**src/rtl/lattice_sched_pkg.sv**
```systemverilog
// lattice_sched_pkg: shared definitions for the lattice backward-induction
// scheduler, the 4-bank address decoder and the pricing datapath.
package lattice_sched_pkg;

    // Node address width, shared with the bank decoder's addr_in
    localparam int DEF_ADDR_W   = 13;

    // Read-to-write-back latency of the pricing pipeline (legal 1..15)
    localparam int DEF_PIPE_LAT = 6;

    // Width of the DRAIN cycle counter, large enough for PIPE_LAT up to 15
    localparam int DRAIN_CNT_W  = 4;

    // Scheduler sweep states
    typedef enum logic [1:0] {
        IDLE  = 2'd0,
        READ  = 2'd1,
        DRAIN = 2'd2
    } sched_state_e;

endpackage

```
**src/rtl/lattice_sched_if.sv**
```systemverilog
// lattice_sched_if: start/done handshake plus read/write node address bus
// between a sweep requester (master) and the scheduler (slave).
interface lattice_sched_if
    import lattice_sched_pkg::*;
#(
    parameter int ADDR_W = DEF_ADDR_W
);
    logic              start;
    logic [ADDR_W-1:0] num_steps;
    logic              busy;
    logic              done;
    logic              rd_valid;
    logic [ADDR_W-1:0] rd_addr;
    logic              wr_en;
    logic [ADDR_W-1:0] wr_addr;
    logic [ADDR_W-1:0] step;

    modport master (
        output start, num_steps,
        input  busy, done, rd_valid, rd_addr, wr_en, wr_addr, step
    );

    modport slave (
        input  start, num_steps,
        output busy, done, rd_valid, rd_addr, wr_en, wr_addr, step
    );
endinterface

```
**src/rtl/lattice_delay_line.sv**
```systemverilog
// lattice_delay_line: DEPTH-deep shift register of {valid, addr} with
// asynchronous clear; also used by the datapath for operand alignment.
module lattice_delay_line
    import lattice_sched_pkg::*;
#(
    parameter int DEPTH = DEF_PIPE_LAT,
    parameter int W     = DEF_ADDR_W
) (
    input  logic         clk,
    input  logic         rst,
    input  logic         in_valid,
    input  logic [W-1:0] in_addr,
    output logic         out_valid,
    output logic [W-1:0] out_addr
);
    logic [DEPTH-1:0] valid_sr;
    logic [W-1:0]     addr_sr [DEPTH];

    // Shift every stage by one each cycle; reset empties the whole line
    always_ff @(posedge clk or posedge rst) begin
        if (rst) begin
            valid_sr <= '0;
            for (int i = 0; i < DEPTH; i++) begin
                addr_sr[i] <= '0;
            end
        end else begin
            valid_sr[0] <= in_valid;
            addr_sr[0]  <= in_addr;
            for (int i = 1; i < DEPTH; i++) begin
                valid_sr[i] <= valid_sr[i-1];
                addr_sr[i]  <= addr_sr[i-1];
            end
        end
    end

    assign out_valid = valid_sr[DEPTH-1];
    assign out_addr  = addr_sr[DEPTH-1];
endmodule

```
**src/rtl/lattice_sched.sv**
```systemverilog
// lattice_sched: backward-induction sweep scheduler. Walks time steps N-1..0,
// reading nodes 0..step each step, then idles PIPE_LAT cycles so the
// write-backs land before the next step re-reads them.
// Optional build macro LATTICE_SCHED_HOLD_EN adds a 'hold' input that
// pauses reads and the drain counter while in-flight writes complete.
module lattice_sched
    import lattice_sched_pkg::*;
#(
    parameter int ADDR_W   = DEF_ADDR_W,
    parameter int PIPE_LAT = DEF_PIPE_LAT
) (
    input  logic           clk,
    input  logic           rst,
`ifdef LATTICE_SCHED_HOLD_EN
    input  logic           hold,
`endif
    lattice_sched_if.slave bus
);
    sched_state_e           state_q, state_d;
    logic [ADDR_W-1:0]      node_q, node_d;
    logic [ADDR_W-1:0]      step_q, step_d;
    logic [DRAIN_CNT_W-1:0] drain_q, drain_d;
    logic                   done_q, done_d;
    logic                   rd_valid;
    logic                   hold_act;
    logic                   wr_en_w;
    logic [ADDR_W-1:0]      wr_addr_w;

`ifdef LATTICE_SCHED_HOLD_EN
    assign hold_act = hold;
`else
    assign hold_act = 1'b0;
`endif

    // Sweep state register; reset abandons any sweep with no done pulse
    always_ff @(posedge clk or posedge rst) begin
        if (rst) begin
            state_q <= IDLE;
            node_q  <= '0;
            step_q  <= '0;
            drain_q <= '0;
            done_q  <= 1'b0;
        end else begin
            state_q <= state_d;
            node_q  <= node_d;
            step_q  <= step_d;
            drain_q <= drain_d;
            done_q  <= done_d;
        end
    end

    // Next-state logic: issue reads 0..step, drain PIPE_LAT cycles, step down
    always_comb begin
        state_d  = state_q;
        node_d   = node_q;
        step_d   = step_q;
        drain_d  = drain_q;
        done_d   = 1'b0;
        rd_valid = 1'b0;
        unique case (state_q)
            IDLE: begin
                if (bus.start) begin
                    if (bus.num_steps == '0) begin
                        done_d = 1'b1;
                    end else begin
                        step_d  = bus.num_steps - ADDR_W'(1);
                        node_d  = '0;
                        state_d = READ;
                    end
                end
            end
            READ: begin
                if (!hold_act) begin
                    rd_valid = 1'b1;
                    if (node_q == step_q) begin
                        drain_d = '0;
                        state_d = DRAIN;
                    end else begin
                        node_d = node_q + ADDR_W'(1);
                    end
                end
            end
            DRAIN: begin
                if (!hold_act) begin
                    if (drain_q == DRAIN_CNT_W'(PIPE_LAT - 1)) begin
                        node_d = '0;
                        if (step_q == '0) begin
                            done_d  = 1'b1;
                            state_d = IDLE;
                        end else begin
                            step_d  = step_q - ADDR_W'(1);
                            state_d = READ;
                        end
                    end else begin
                        drain_d = drain_q + DRAIN_CNT_W'(1);
                    end
                end
            end
            default: begin
                state_d = IDLE;
            end
        endcase
    end

    lattice_delay_line #(
        .DEPTH (PIPE_LAT),
        .W     (ADDR_W)
    ) u_delay (
        .clk       (clk),
        .rst       (rst),
        .in_valid  (rd_valid),
        .in_addr   (node_q),
        .out_valid (wr_en_w),
        .out_addr  (wr_addr_w)
    );

    assign bus.busy     = (state_q != IDLE);
    assign bus.done     = done_q;
    assign bus.rd_valid = rd_valid;
    assign bus.rd_addr  = node_q;
    assign bus.step     = step_q;
    assign bus.wr_en    = wr_en_w;
    assign bus.wr_addr  = wr_addr_w;
endmodule

```
**src/flat_wrapper.sv**
```systemverilog
// flat-port wrapper written by rule: the top's interface ports become plain ports
module lattice_sched_flat import lattice_sched_pkg::*;
#(
    parameter int ADDR_W   = DEF_ADDR_W,
    parameter int PIPE_LAT = DEF_PIPE_LAT
)
  (clk, rst, bus_start, bus_num_steps, bus_busy, bus_done, bus_rd_valid, bus_rd_addr, bus_wr_en, bus_wr_addr, bus_step);
  lattice_sched_if #(.ADDR_W(ADDR_W)) bus_i ();
  input  logic clk;
  input  logic rst;
  input wire logic [$bits(bus_i.start)-1:0] bus_start;
  input wire logic [$bits(bus_i.num_steps)-1:0] bus_num_steps;
  output wire logic [$bits(bus_i.busy)-1:0] bus_busy;
  output wire logic [$bits(bus_i.done)-1:0] bus_done;
  output wire logic [$bits(bus_i.rd_valid)-1:0] bus_rd_valid;
  output wire logic [$bits(bus_i.rd_addr)-1:0] bus_rd_addr;
  output wire logic [$bits(bus_i.wr_en)-1:0] bus_wr_en;
  output wire logic [$bits(bus_i.wr_addr)-1:0] bus_wr_addr;
  output wire logic [$bits(bus_i.step)-1:0] bus_step;
  assign bus_i.start = bus_start;
  assign bus_i.num_steps = bus_num_steps;
  assign bus_busy = bus_i.busy;
  assign bus_done = bus_i.done;
  assign bus_rd_valid = bus_i.rd_valid;
  assign bus_rd_addr = bus_i.rd_addr;
  assign bus_wr_en = bus_i.wr_en;
  assign bus_wr_addr = bus_i.wr_addr;
  assign bus_step = bus_i.step;
  lattice_sched #(.ADDR_W(ADDR_W), .PIPE_LAT(PIPE_LAT)) u_core (.clk(clk), .rst(rst), .bus(bus_i));
endmodule
```
**config.mk**
```make
export PLATFORM = sky130hd
export DESIGN_NAME = lattice_sched_flat
export DESIGN_NICKNAME = d
export VERILOG_FILES = /design/src/rtl/lattice_sched_pkg.sv /design/src/rtl/lattice_sched_if.sv /design/src/rtl/lattice_delay_line.sv /design/src/rtl/lattice_sched.sv /design/src/flat_wrapper.sv
export SDC_FILE = /design/constraint.sdc
export NUM_CORES = 1
export LEC_CHECK = 0
export CORE_ASPECT_RATIO = 0.6
export CORE_MARGIN = 2
export CORE_UTILIZATION = 50
export DETAILED_ROUTE_END_ITERATION = 12
export GPL_ROUTABILITY_DRIVEN = 0
export PLACE_DENSITY = 0.78
export SYNTH_ARGS = -nofsm -noshare
export SYNTH_HDL_FRONTEND = slang
export SYNTH_SLANG_ARGS = --single-unit
```
**constraint.sdc**
```tcl
create_clock -name clk -period 3.6 [get_ports clk]
set_clock_uncertainty 0.1 [all_clocks]
set_input_delay 0.36 -clock clk [delete_from_list [all_inputs] [get_ports clk]]
set_output_delay 0.36 -clock clk [all_outputs]
set_load 0.01 [all_outputs]
```
==> results of run 1 <==
worst max-delay path, stage by stage (launching register included):
cell and delay, ns:
dfrtp_1 0.42, inv_1 0.09, ha_1 0.34, mux2i_1 0.29
ha_1 0.24, nor4b_2 0.37, o21ai_1 0.28, a211oi_1 0.41
xor2_1 0.19, nor3_1 0.06, a211oi_1 0.18
layer usage:
layer	track usage [%]	vias to the layer above
met2	32.8	164
met5	0	-
met3	8.49	13
met4	7.07	0
li1	-	1538
met1	28.8	1647
flip-flops by register name, summed over array words and instances, names as in the netlist:
name,cells
u_core.u_delay.out_addr,13
u_core.state_q,2
u_core.drain_q,4
u_core.u_delay.valid_sr,6
u_core.bus.done,1
u_core.bus.rd_addr,13
u_core.bus.step,13
u_core.u_delay.addr_sr,65
per-stage QoR:
| step | std cells | utilization (%) |
|---|---|---|
| after floorplan | 406 | - |
| after global placement | 570 | 58.0 |
| after detailed placement | 570 | 58.0 |
| after CTS | 602 | 64.6 |
| after global routing | 602 | 64.6 |
| final | 602 | 64.6 |
cells in the final DEF (no fill, tap or decap), types with 3 or more instances in the layout:
cell               n
a211oi_1           6
a21oi_1           15
a31oi_1            3
a32oi_1            4
and2_1             6
buf_4              5
clkbuf_16         17
clkbuf_8           4
clkdlybuf4s50_1   58
clkinvlp_4         3
dfrtp_1          117
ha_1               8
inv_1             15
inv_6              3
mux2i_1            5
nand2_1           32
nand3_1           13
nand4_1           13
nor2_1            28
nor3_1            15
nor4_1             5
nor4_2             3
o21ai_0           24
o31ai_1            4
xor2_1            17
area by class of cell:
cell class | count | area (µm²) | share of cell area (%)
clock buffers | 22 | 484 | 8.19
clock inverters | 10 | 119 | 2.01
inverters | 16 | 62.6 | 1.06
multi-input cells | 244 | 1540 | 26.0
flip-flops and latches | 117 | 2930 | 49.5
well taps | 130 | 163 | 2.75
repair buffers | 63 | 618 | 10.5
worst min path at each step:
stage                                                    start                              endpoint  slack, ns  depth (start not counted)
after detailed placement  u_core.u_delay.addr_sr[35]$_DFF_PP0_  u_core.u_delay.addr_sr[22]$_DFF_PP0_       0.23                          0
after CTS                 u_core.u_delay.addr_sr[35]$_DFF_PP0_  u_core.u_delay.addr_sr[22]$_DFF_PP0_       0.24                          0
after floorplan           u_core.u_delay.addr_sr[26]$_DFF_PP0_  u_core.u_delay.addr_sr[13]$_DFF_PP0_       0.23                          0
after global routing      u_core.u_delay.addr_sr[35]$_DFF_PP0_  u_core.u_delay.addr_sr[22]$_DFF_PP0_       0.25                          0
after global placement    u_core.u_delay.addr_sr[19]$_DFF_PP0_  u_core.u_delay.out_addr[6]$_DFF_PP0_       0.23                          0
final                     u_core.u_delay.addr_sr[35]$_DFF_PP0_  u_core.u_delay.addr_sr[22]$_DFF_PP0_       0.24                          0
logic make-up (layout without fill, tap and decap cells):
family	after synthesis	count (layout)
AOI/OAI and AO/OA	78	78
xor gates and xnor gates	18	18
adders and majority gates	8	8
buffers and inverters	45	111
DFF	117	117
muxes	7	7
and+or+nand+nor	133	133
report_power, final:
| group | leakage (nW) | switching (mW) | total, mW | internal [mW] |
|---|---|---|---|---|
| Clock | 0.290 | 0.588 | 1.68 | 1.10 |
| Sequential | 1.43 | 0 | 1.32 | 1.32 |
| Combinational | 0.852 | 0.0457 | 0.0717 | 0.0261 |
| Total | 2.58 | 0.634 | 3.07 | 2.44 |
==> flow_metrics.tcl, run 1 <==
set metrics [dict create \
    hp-class "flop to flop" \
    yosys.area_share.simple_pct 14.9 \
    r2r_slack_ns 0.54 \
    dr_wl_met2_um 4530 \
    core_um2 9160 \
    dpl_cell_area_um2 5310 \
    setup_viol 0 \
    dp_hpwl_um 6680 \
    r2r_cells 10 \
    synth_edf_count 0 \
    maxUsedRoutingLayer "met4" \
    cp-end-kind "flop" \
    grt_usage_pct 21.7 \
    io_buffers 58 \
    rsz0062_at_grt "false" \
    drtPass1Iterations 5 \
    viasPerCell 5.58 \
    dieHeight_um 79.1 \
    synth_common_cells "dfrtp_1, nand2_1, nor2_1, o21ai_0, xor2_1" \
    fillers 707 \
    nets 483 \
    wl_met3_um 869 \
    status "finished clean" \
    cap_violations 0 \
    first_global_vias 3351 \
    timing.final.crit_share_pct 84.9 \
    worst_hold_slack_ns 0.238 \
    p_leak_nw 2.58 \
    maxSlewViolCount 0 \
    vias 3362 \
    grt_first_pass_wirelength_um 16700 \
    critical_path_required_ns 3.81 \
    endpoint "u_core.bus.step[12]$_DFFE_PP0P_" \
    grt_max_degree 52 \
    synthFlopType "dfrtp_1" \
    cts_setup_buffers 0 \
    r2r_start "u_core.state_q[0]$_DFFE_PP0P_" \
    drt-met1-wl_um 4550 \
    synth_cells 406 \
    synthArstFlopShare_pct 100 \
    wirelength_um 10000 \
    clockRootBuffer "clkbuf_16" \
    chipWidth_um 129 \
    rows 27 \
    cellPowerDensity_nw_per_um2 519 \
    synth.ff_latch_count 117 \
    drc 0 \
    htree_levels 4 \
    clock-sinks 117 \
    setup_slack_ns 0.545 \
    yosysSeqAreaShare_pct 62.3 \
    finalCriticalPeriod_ns 3.06 \
    cts_resized 0 \
    io_pins 59 \
    insertion_delay_ns 0.41 \
    crit_arrival_ns 3.27 \
    ir_drop_mv 0.366 \
    ys_warn_count 0 \
    cts_tree "done" \
    start_util_pct 51.4 \
    netlist-cell-type-count 52 \
    synth_area_leader_cell "dfrtp_1" \
    startpoint "u_core.state_q[0]$_DFFE_PP0P_" \
    yosys.area_share.adder_pct 2.13 \
    grt.overflow.total 0 \
    cts_hold_buf 0 \
    synthMostInstantiatedCell "dfrtp_1" \
    avgSynthCellArea_um2 11.6 \
    synthMuxAreaShare_pct 1.54 \
    antenna_found_initial 0 \
    reg2reg_to "u_core.bus.step[12]$_DFFE_PP0P_" \
    fmax_mhz 327 \
    tns_ns 0 \
    netlist_area_um2 4700 \
    crit_type "flop to flop" \
    clk_pin_slew_ns 0.06 \
    synth_top_family_by_area "simple AND/OR/NAND/NOR gates" \
    die_area_um2 10200 \
    yosysTopAreaCellShare_pct 62.3 \
    synth_xor_area_share_pct 3.35 \
    hold_viol 0 \
    clk_path_buf_depth 2 \
    worst_slew_margin_rel_pct 51.1 \
    worstMarginPinSlew_ns 0.726 \
    drive_above_1_share_pct 10.4 \
    antenna_cells 0 \
    wl_per_cell_um 16.7 \
    dp_slack_ns 0.597 \
    areaGrowthSynthToFinish_pct 25.7 \
    syn-num-nets 430 \
    design_area_um2 5910 \
    drt_iter0_markers 361 \
    cp-start-kind "flop" \
    numCtsBuffers 17 \
    synth_compound_area_share_pct 10.8 \
    power_mw 3.07 \
    synth_area_leaders "dfrtp_1, xor2_1, o21ai_0" \
    ant_nets 0 \
    path_max_fanout 7 \
]
No activity file was read; power rests on OpenSTA's default activity.
==> run 2: changes to the inputs <==
--- a/config.mk
+++ b/config.mk
@@ -10,7 +10,7 @@
 export CORE_UTILIZATION = 50
 export DETAILED_ROUTE_END_ITERATION = 12
 export GPL_ROUTABILITY_DRIVEN = 0
-export PLACE_DENSITY = 0.78
+export PLACE_DENSITY = 0.75
 export SYNTH_ARGS = -nofsm -noshare
 export SYNTH_HDL_FRONTEND = slang
 export SYNTH_SLANG_ARGS = --single-unit
==> constraint.sdc (replaced) <==
create_clock -name clk -period 2.91 [get_ports clk]
set_clock_uncertainty 0.1 [all_clocks]
set_input_delay 0.291 -clock clk [delete_from_list [all_inputs] [get_ports clk]]
set_output_delay 0.291 -clock clk [all_outputs]
set_load 0.01 [all_outputs]
==> flow_metrics.tcl, run 2 (synthesis results as in run 1) <==
set metrics [dict create \
    hold_viol 0 \
    reg2reg_to "u_core.bus.step[2]$_DFFE_PP0P_" \
    drtPass1Iterations 5 \
    dieHeight_um 79.1 \
    status "finished clean" \
    largest_reg_flops 65 \
    drt_iter0_markers 338 \
    vias 3403 \
    clk_pin_slew_ns 0.06 \
    grt_first_pass_wirelength_um 16500 \
    insertion_delay_ns 0.41 \
    nets 496 \
    drc 0 \
    placed_cells 581 \
    finalCriticalPeriod_ns 2.72 \
    first_global_vias 3276 \
    drive_above_1_share_pct 13.4 \
    dp_hpwl_um 6880 \
    cap_violations 0 \
    critical_path_required_ns 3.12 \
    io_buffers 58 \
    rsz0062_at_grt "false" \
    worst_hold_slack_ns 0.227 \
    final_cell_mix "dfrtp_1, clkdlybuf4s50_1, nand2_1" \
    fillers 697 \
    layoutNonFillerInstCount 615 \
    tns_ns 0 \
    cts_tree "done" \
    crit_arrival_ns 2.92 \
    core_um2 9160 \
    antenna_found_initial 0 \
    ir_drop_mv 0.365 \
    antenna_cells 0 \
    viasPerCell 5.53 \
    maxSlewViolCount 0 \
    grt-busiest-layer "met2" \
    fmax_mhz 368 \
    crit_type "flop to flop" \
    hp-class "input port to asynchronous set/reset pin" \
    grt_usage_pct 21.6 \
    cp-start-kind "flop" \
    dpl_cell_area_um2 5440 \
    setup_viol 0 \
    use_met3_pct 6.87 \
    grt_max_degree 65 \
    r2r_cells 8 \
    clock-sinks 117 \
    numCtsBuffers 17 \
    io_pins 59 \
    power_mw 3.57 \
    ant_nets 0 \
    top_register "u_core.u_delay.addr_sr" \
    worst_slew_margin_rel_pct 55.3 \
    wl_per_cell_um 16.6 \
    timing.final.crit_share_pct 93.4 \
    cellPowerDensity_nw_per_um2 595 \
    register_area_um2 2930 \
    use_met2_pct 31.2 \
    htree_levels 4 \
    chipWidth_um 129 \
    final_common_cell "dfrtp_1" \
    areaGrowthSynthToFinish_pct 27.5 \
    clk_path_buf_depth 2 \
    grt.overflow.total 0 \
    rows 27 \
    r2r_slack_ns 0.19 \
    r2r_start "u_core.state_q[0]$_DFFE_PP0P_" \
    cp-end-kind "flop" \
    multiInputGateArea_um2 1570 \
    design_area_um2 6000 \
    worstMarginPinSlew_ns 0.668 \
    gr-usage-met1_pct 30.6 \
    cts_hold_buf 0 \
    wirelength_um 10200 \
    clockRootBuffer "clkbuf_16" \
    start_util_pct 51.4 \
    p_leak_nw 2.61 \
    path_max_fanout 12 \
    die_area_um2 10200 \
]
run 2: changes by cell type in the layout (fill, tap and decap cells not counted), sizes merged:
| cell | previous run | this run |
|---|---|---|
| clkbuf | 22 | 18 |
| clkinv | 2 | 5 |
| bufinv | 2 | 0 |
| buf | 5 | 18 |
| clkinvlp | 3 | 6 |
run 2: stage by stage:
stage	util, %	setup WS [ns]
after floorplan	-	0.00566
after global placement	59.4	0.183
after detailed placement	59.4	0.0371
after CTS	65.2	0.0106
after global routing	65.5	0.0210
final	65.5	0.193
run 2: area by class of cell:
class | count | share of cell area, %
Sequential cell | 117 | 48.8
Tap cell | 130 | 2.71
Multi-Input combinational cell | 244 | 26.2
Clock buffer | 18 | 7.16
Clock inverter | 14 | 1.73
Timing Repair Buffer | 76 | 12.4
Inverter | 16 | 1.06
run 2: worst max path at each step:
stage	from	endpoint	cells after the start
after floorplan	u_core.state_q[0]$_DFFE_PP0P_	u_core.bus.step[10]$_DFFE_PP0P_	14
after global placement	bus_num_steps[5]	u_core.bus.step[2]$_DFFE_PP0P_	7
after detailed placement	u_core.state_q[0]$_DFFE_PP0P_	u_core.bus.step[8]$_DFFE_PP0P_	10
after CTS	u_core.state_q[0]$_DFFE_PP0P_	u_core.bus.step[8]$_DFFE_PP0P_	10
after global routing	u_core.state_q[1]$_DFFE_PP0P_	u_core.bus.rd_addr[7]$_DFFE_PP0P_	9
final	u_core.state_q[0]$_DFFE_PP0P_	u_core.bus.step[2]$_DFFE_PP0P_	8
run 2: critical path, cell delays in order, from the launching register on:
cell	delay [ns]
dfrtp_1	0.41
inv_1	0.11
ha_4	0.22
buf_4	0.17
a22oi_1	0.25
and2_1	0.46
and2_1	0.51
a21oi_1	0.13
a211oi_1	0.26
run 2: where the power goes:
group	internal [mW]	switching (mW)
sequential	1.63	0
clock	1.09	0.755
combinational	0.0369	0.0593
total	2.76	0.814
run 2: per-layer routing:
layer  part of all wire (%)  wire length [µm]
met2                     44              4520
met4                    1.0               104
met3                    8.3               850
met5                      0                 0
met1                     46              4730
run 2: timing repair:
action | CTS | global route
setup buffers | 0 | 2
setup endpoints to repair | 0 | 13
endpoints found under the hold margin | 0 | 0
gates resized for setup | 0 | 2
==> run 3: changes to the inputs <==
--- a/config.mk
+++ b/config.mk
@@ -8,9 +8,12 @@
 export CORE_ASPECT_RATIO = 0.6
 export CORE_MARGIN = 2
 export CORE_UTILIZATION = 50
+export CTS_BUF_LIST = sky130_fd_sc_hd__clkbuf_4 sky130_fd_sc_hd__clkbuf_8
 export DETAILED_ROUTE_END_ITERATION = 12
+export DONT_BUFFER_PORTS = 1
 export GPL_ROUTABILITY_DRIVEN = 0
-export PLACE_DENSITY = 0.75
+export MAX_ROUTING_LAYER = met4
+export PLACE_DENSITY = 0.67
 export SYNTH_ARGS = -nofsm -noshare
 export SYNTH_HDL_FRONTEND = slang
 export SYNTH_SLANG_ARGS = --single-unit
==> flow_metrics.tcl, run 3 (synthesis results as in run 1) <==
set metrics [dict create \
    critical_path_required_ns 3.10 \
    tns_ns 0 \
    crit_type "flop to flop" \
    drive_above_1_share_pct 14.7 \
    timing.final.crit_share_pct 92.1 \
    first_global_vias 3033 \
    clockRootBuffer "clkbuf_8" \
    hp-class "input port to flop" \
    rows 27 \
    top_register "u_core.u_delay.addr_sr" \
    nets 440 \
    drtPass1Iterations 4 \
    power.switching_mw 0.751 \
    setup_viol 0 \
    grt-busiest-layer "met2" \
    numCtsBuffers 17 \
    cp-start-kind "flop" \
    ir_drop_mv 0.419 \
    switching_share_pct 24.1 \
    antenna_found_initial 0 \
    worst_slew_margin_rel_pct 69.4 \
    grt.overflow.total 0 \
    pwr-share-clk_pct 45.7 \
    chipWidth_um 129 \
    fillers 759 \
    dieHeight_um 79.1 \
    dp_slack_ns 0.288 \
    cts_tree "done" \
    cts_setup_buffers 0 \
    die_area_um2 10200 \
    gr-usage-met1_pct 28.1 \
    insertion_delay_ns 0.43 \
    largest_reg_flops 65 \
    wirelength_um 9400 \
    use_met3_pct 7.48 \
    areaGrowthSynthToFinish_pct 12.1 \
    cap_violations 0 \
    cellPowerDensity_nw_per_um2 591 \
    power_frac_comb_pct 2.1 \
    io_pins 59 \
    cts_resized 0 \
    clk_path_buf_depth 2 \
    cts_hold_buf 4 \
    final_cell_mix "dfrtp_1, nand2_1, nor2_1" \
    worst_hold_slack_ns 0.0257 \
    finalCriticalPeriod_ns 2.68 \
    fin_util_pct 57.6 \
    grt_max_degree 82 \
    grt_usage_pct 20.8 \
    rsz0062_at_grt "false" \
    dp_hpwl_um 6480 \
    p_seq_share_pct 52.1 \
    fmax_mhz 373 \
    drc 0 \
    worstMarginPinSlew_ns 0.458 \
    vias 3112 \
    use_met2_pct 29.2 \
    hold_viol 0 \
    viasPerCell 5.57 \
    final_common_cell "dfrtp_1" \
    io_buffers 0 \
    clock-sinks 117 \
    core_um2 9160 \
    drt_iter0_markers 203 \
    cp-end-kind "flop" \
    setup_slack_ns 0.229 \
    p_leak_nw 2.32 \
    crit_arrival_ns 2.87 \
    status "finished clean" \
    ant_nets 0 \
    maxSlewViolCount 0 \
    start_util_pct 51.4 \
    clk_pin_slew_ns 0.08 \
    grt_first_pass_wirelength_um 15500 \
    antenna_cells 0 \
    htree_levels 4 \
    intPower_mw 2.37 \
    wl_per_cell_um 16.8 \
    path_max_fanout 31 \
]
[run 3: changes by cell type in the layout (fill, tap and decap cells not counted), sizes merged]
cell / before / now
buf: 18 / 16
clkinv: 5 / 2
inv: 19 / 21
bufinv: 0 / 1
dlygate4sd3: 0 / 4
clkdlybuf4s50: 58 / 0
[run 3: metal layers]
layer / routed length [µm] / vias up
li1: - / 1450
met4: 91 / 0
met3: 787 / 8
met5: 0 / -
met1: 4410 / 1541
met2: 4110 / 113
[run 3: power by group through the flow]
stage / clock network [mW] / registers, mW / logic, mW
2_1_floorplan: 0 / 1.66 / 0.0463
3_3_place_gp: 0 / 1.66 / 0.0625
3_5_place_dp: 0 / 1.66 / 0.0632
4_1_cts: 1.47 / 1.62 / 0.0678
5_1_grt: 1.53 / 1.62 / 0.0771
6_report: 1.43 / 1.63 / 0.0659
[run 3: final timing paths]
path	end	cells past startpoint	from	slack, ns
worst max-delay path	u_core.bus.step[2]$_DFFE_PP0P_	9	u_core.state_q[0]$_DFFE_PP0P_	0.23
worst min-delay path	u_core.bus.step[3]$_DFFE_PP0P_	3	bus_num_steps[3]	0.03
worst max register to register	u_core.bus.step[2]$_DFFE_PP0P_	9	u_core.state_q[0]$_DFFE_PP0P_	0.23
worst min register to register	u_core.u_delay.valid_sr[2]$_DFF_PP0_	0	u_core.u_delay.valid_sr[1]$_DFF_PP0_	0.24
max in group asynchronous	u_core.u_delay.addr_sr[77]$_DFF_PP0_	3	rst	1.82
min in group asynchronous	u_core.u_delay.addr_sr[65]$_DFF_PP0_	2	rst	0.20
[run 3: metrics by stage]
step                std cells  power [mW]  instance area [µm²]
global placement          523        1.72                 4840
CTS                       559        3.16                 5270
floorplan                 406        1.70                 4740
detailed placement        523        1.72                 4840
finish                    559        3.12                 5270
global route              559        3.24                 5270
[run 3: worst max-delay path, stage by stage, from the launching register on]
cell,delay [ns]
dfrtp_1,0.42
inv_1,0.09
ha_1,0.27
buf_4,0.37
inv_1,0.10
a32oi_1,0.32
buf_4,0.20
nand2_2,0.20
a211oi_1,0.38
a211oi_1,0.07
[run 3: final cells by class]
class	count	area (µm²)	area share, %
Clock inverter	14	143	2.70
Timing Repair Buffer	20	173	3.27
Clock buffer	18	248	4.70
Inverter	16	63.8	1.21
Sequential cell	117	2930	55.5
Multi-Input combinational cell	244	1560	29.5
Tap cell	130	163	3.08
